File: config.mk
export PLATFORM = sky130hd
export DESIGN_NAME = fb_arbiter
export DESIGN_NICKNAME = d
export VERILOG_FILES = /design/src/rtl/fb_arbiter.sv
export SDC_FILE = /design/constraint.sdc
export NUM_CORES = 1
export LEC_CHECK = 0
export BUFFER_PORTS_ARGS = -buffer_cell sky130_fd_sc_hd__buf_2
export CAP_MARGIN = 5
export CORE_ASPECT_RATIO = 0.8
export CORE_MARGIN = 8
export CORE_UTILIZATION = 50
export DETAILED_ROUTE_END_ITERATION = 6
export GPL_TIMING_DRIVEN = 0
export PLACE_DENSITY = 0.84
export SLEW_MARGIN = 30
export SYNTH_ARGS = -nofsm -noshare
export SYNTH_HDL_FRONTEND = slang
export SYNTH_SLANG_ARGS = --single-unit
File: constraint.sdc
create_clock -name clk -period 4 [get_ports clk]
set_input_delay 0.8 -clock clk [delete_from_list [all_inputs] [get_ports clk]]
set_output_delay 0.8 -clock clk [all_outputs]
set_load 0.02 [all_outputs]
File: src/rtl/fb_arbiter.sv
// Single-port frame-buffer BRAM arbiter: display reads always preempt the
// clear/fill write sequencer, which walks CLEAR -> FILL -> FULL.
module fb_arbiter #(
  parameter int                 DEPTH       = 768,
  parameter int                 ADDR_W      = 10,
  parameter int                 DATA_W      = 8,
  parameter logic [DATA_W-1:0]  CLEAR_COLOR = 8'h00
) (
  input  logic              clk,
  input  logic              rst,
  input  logic              start_over,
  input  logic              fifo_empty,
  input  logic [DATA_W-1:0] fifo_dout,
  output logic              fifo_rd_en,
  input  logic              disp_req,
  input  logic [ADDR_W-1:0] disp_addr,
  output logic              disp_valid,
  output logic [DATA_W-1:0] disp_data,
  output logic [ADDR_W-1:0] bram_addr,
  output logic [DATA_W-1:0] bram_din,
  output logic              bram_we,
  input  logic [DATA_W-1:0] bram_dout,
  output logic              busy,
  output logic              frame_done,
  output logic [ADDR_W:0]   fill_count
);

  typedef enum logic [1:0] {CLEAR, FILL, FULL} state_t;

  localparam logic [ADDR_W:0] DEPTH_P = (ADDR_W+1)'(DEPTH);
  localparam logic [ADDR_W:0] LAST_P  = (ADDR_W+1)'(DEPTH - 1);

  state_t          r_state;
  state_t          w_state_next;
  logic [ADDR_W:0] r_ptr;
  logic [ADDR_W:0] w_ptr_next;
  logic [ADDR_W:0] r_fill_count;
  logic [ADDR_W:0] w_fill_count_next;
  logic            r_disp_valid;
  logic            r_oor;

  logic w_in_range;
  logic w_rd_grant;
  logic w_wr_ok;
  logic w_clear_wr;
  logic w_fill_wr;
  logic w_last;

  // Out-of-range reads never touch the BRAM, so they leave the port to the writer.
  assign w_in_range = ({1'b0, disp_addr} < DEPTH_P);
  assign w_rd_grant = disp_req & w_in_range;
  assign w_wr_ok    = !rst & !start_over & !w_rd_grant;
  assign w_clear_wr = w_wr_ok & (r_state == CLEAR);
  assign w_fill_wr  = w_wr_ok & (r_state == FILL) & !fifo_empty;
  assign w_last     = (r_ptr == LAST_P);

  always_comb begin
    w_state_next      = r_state;
    w_ptr_next        = r_ptr;
    w_fill_count_next = r_fill_count;
    bram_we           = 1'b0;
    fifo_rd_en        = 1'b0;
    bram_addr         = r_ptr[ADDR_W-1:0];
    bram_din          = (r_state == CLEAR) ? CLEAR_COLOR : fifo_dout;

    if (w_rd_grant) begin
      bram_addr = disp_addr;
    end

    if (start_over) begin
      w_state_next      = CLEAR;
      w_ptr_next        = '0;
      w_fill_count_next = '0;
    end else if (w_clear_wr) begin
      bram_we = 1'b1;
      if (w_last) begin
        w_state_next      = FILL;
        w_ptr_next        = '0;
        w_fill_count_next = '0;
      end else begin
        w_ptr_next = r_ptr + 1'b1;
      end
    end else if (w_fill_wr) begin
      bram_we           = 1'b1;
      fifo_rd_en        = 1'b1;
      w_ptr_next        = r_ptr + 1'b1;
      w_fill_count_next = r_fill_count + 1'b1;
      if (w_last) begin
        w_state_next = FULL;
      end
    end
  end

  always_ff @(posedge clk) begin
    if (rst) begin
      r_state      <= CLEAR;
      r_ptr        <= '0;
      r_fill_count <= '0;
      r_disp_valid <= 1'b0;
      r_oor        <= 1'b0;
    end else begin
      r_state      <= w_state_next;
      r_ptr        <= w_ptr_next;
      r_fill_count <= w_fill_count_next;
      r_disp_valid <= disp_req;
      r_oor        <= disp_req & !w_in_range;
    end
  end

  assign disp_valid = r_disp_valid;
  assign disp_data  = r_oor ? CLEAR_COLOR : bram_dout;
  assign busy       = rst | (r_state == CLEAR);
  assign frame_done = (r_state == FULL);
  assign fill_count = r_fill_count;

endmodule

==> results.json <==
{
  "hold_class": "reg -> reg",
  "yosys.area.top_type": "dfxtp_1",
  "synth_top_area_share_pct": 32.3,
  "cts_root_buf": "clkbuf_8",
  "grt_pass1_wl_mm": 7.49,
  "start_util_pct": 52.1,
  "dieHeight_um": 66.7,
  "post-cts-setup-buffers": 0,
  "cts_buffers": 3,
  "postCtsResizedCells": 0,
  "r2r_cells": 5,
  "cp.required_ns": 3.20,
  "io_pins": 73,
  "h-tree-depth": 1,
  "crit-reg2reg-launch": "r_ptr[0]$_SDFFE_PP0P_",
  "syn2layout_area_growth_pct": 28.1,
  "worstPathArrival_ns": 2.23,
  "maxSlewViolCount": 0,
  "vias": 1826,
  "die-area_mm2": 0.00530,
  "post-route-drc-count": 0,
  "ys_warn_count": 0,
  "fin_crit_ns": 3.03,
  "ys.flop_type": "dfxtp_1",
  "most-common-layout-cells": "73 x buf_2, 32 x nand2_1, 26 x dfxtp_1, 13 x a21oi_1, 10 x and2_1",
  "clock_path_buffers": 2,
  "via_per_inst": 5.82,
  "avgSynthCellArea_um2": 8.09,
  "critPathKind": "in -> out",
  "power.density_mw_per_mm2": 234,
  "status": "complete, no violations",
  "worst_hold_slack_ns": 0.508,
  "worst_setup_path_start_kind": "input port",
  "syn_area_mm2": 0.00161,
  "cts_sinks": 26,
  "mostFrequentLayoutCell": "buf_2",
  "drt_iter0_drc": 152,
  "clk_latency_ns": 0.27,
  "grt_overflow": 0,
  "layout.nets": 309,
  "holdPathStages": 2,
  "hold_viol_final": 0,
  "worst_hold_path.endpoint": "r_ptr[5]$_SDFFE_PP0P_",
  "ys_async_sr_fraction_pct": 0,
  "ys_ff_latch": 26,
  "p_leak_nw": 0.884,
  "wl_per_cell_um": 14.7,
  "cts_hold_buf": 0,
  "port_buffers": 72,
  "cap_violations": 0,
  "synth_area_leaders": "dfxtp_1 32%, nand2_1 7.5%, a21oi_1 4.0%, and2_1 3.9%, nor2b_1 3.5%",
  "fin_skew_ns": 0.00337,
  "crit_path_end_kind": "output port",
  "relSlewSlack_pct": 48.0,
  "antenna_found_initial": 0,
  "fp.dieW_um": 79.4,
  "dr.pass1.iters": 4,
  "grt_pass1_vias": 1667,
  "synth_edf_count": 0,
  "peakVddDrop_v": 0.000265,
  "netlist_instances": 199,
  "core-area_mm2": 0.00309,
  "hpwl_mm": 3.60,
  "cts_tree": "built",
  "finalSetupViolations": 0,
  "crit_fanout": 10,
  "n_antenna_cell": 0,
  "wirelength_mm": 4.60,
  "ys_seq_area_share_pct": 32.3,
  "path_clk_slew_ns": 0.09,
  "r2r_setup_slack_ns": 1.99,
  "tns_ns": 0,
  "rsz0062_at_grt": "no",
  "fmax_ghz": 0.330,
  "synth_nets": 232,
  "yosys.cell_types.count": 52,
  "grt_max_degree": 14,
  "grtUsageTotal_pct": 16.9,
  "rows": 18,
  "gp_congestion": 0.900,
  "min_from": "r_ptr[5]$_SDFFE_PP0P_",
  "r2r_end": "fill_count[7]$_SDFFE_PP0P_",
  "drtAntennaViolNets": 0,
  "worst_pin_slew_ns": 0.774,
  "period_share_pct": 75.8,
  "drive_gt1_share_pct": 36.9
}
-- worst max-delay path: stages --
cell and delay [ns]:
buf_2 0.12, a21boi_2 0.41, clkbuf_1 0.36, mux2_2 0.38, buf_2 0.16
-- registers in the layout, summed over array words and instances, names as in the netlist --
register    count
disp_valid      1
fill_count     11
r_oor           1
r_ptr          11
r_state         2
-- per-layer routing --
metal / global-route usage, % / wire length, um / vias up
met3: 5.24 / 545 / 6
li1: - / - / 893
met5: 0 / 0 / -
met1: 21.2 / 2050 / 837
met2: 27.9 / 1980 / 90
met4: 3.23 / 25 / 0
-- stage by stage --
step                      worst slack, ns  instance area [um^2]  std cells  power, mW  utilization, %
after detailed placement            0.965                  2020        311      0.341            65.5
after floorplan                      1.38                  1610        199      0.308               -
after global placement              0.974                  2020        311      0.340            65.5
after CTS                           0.956                  2060        314      0.485            66.8
final                               0.966                  2060        314      0.483            66.8
after global routing                0.825                  2060        314      0.501            66.8
-- worst max-delay path by stage --
stage,startpoint,endpoint,slack [ns],cells after the start
global route,disp_addr[8],bram_addr[8],0.82,5
finish,disp_addr[8],bram_addr[8],0.97,5
detailed placement,disp_addr[8],bram_addr[8],0.97,5
floorplan,disp_req,bram_addr[8],1.38,3
global placement,disp_addr[8],bram_addr[8],0.97,5
CTS,disp_addr[8],bram_addr[8],0.96,5
-- layout make-up --
type	instances	area (um^2)
timing repair buffer	72	360
inverter	4	15.0
clock buffer	3	41.3
fill	274	1020
buffer	8	50.0
multi-input combinational	161	1020
tap	40	50.0
sequential	26	520
-- power breakdown --
part | leakage [nW] | switching [mW] | total (mW) | internal, mW
combinational | 0.653 | 0.0436 | 0.0737 | 0.0301
sequential | 0.210 | 0.00118 | 0.261 | 0.260
clock | 0.0216 | 0.0807 | 0.148 | 0.0676
total | 0.884 | 0.126 | 0.483 | 0.357
-- Yosys cell counts (2+ instances only) --
master	number
a211oi_1	3
a21bo_2	2
a21oi_1	13
a311oi_1	2
a41oi_1	2
and2_1	10
and3_1	2
and4_1	2
buf_6	2
clkbuf_1	4
dfxtp_1	26
ha_1	2
inv_1	4
mux2_2	3
nand2_1	32
nand3_1	8
nand4_1	7
nor2_1	6
nor2b_1	9
nor3_1	4
o21ai_0	9
o221a_2	3
o31ai_1	6
or2_2	2
or3_1	3
or4_1	7
-- cells by family after synthesis --
group / after synthesis / share of synthesized area [%]
simple gates: 104 / 35.9
mux: 3 / 2.10
compound gates: 51 / 23.5
fa+ha+maj: 2 / 1.55
buf+inv: 12 / 4.04
xor+xnor: 1 / 0.544
flops: 26 / 32.3
Note: power is estimated with default switching activity, not from simulation.
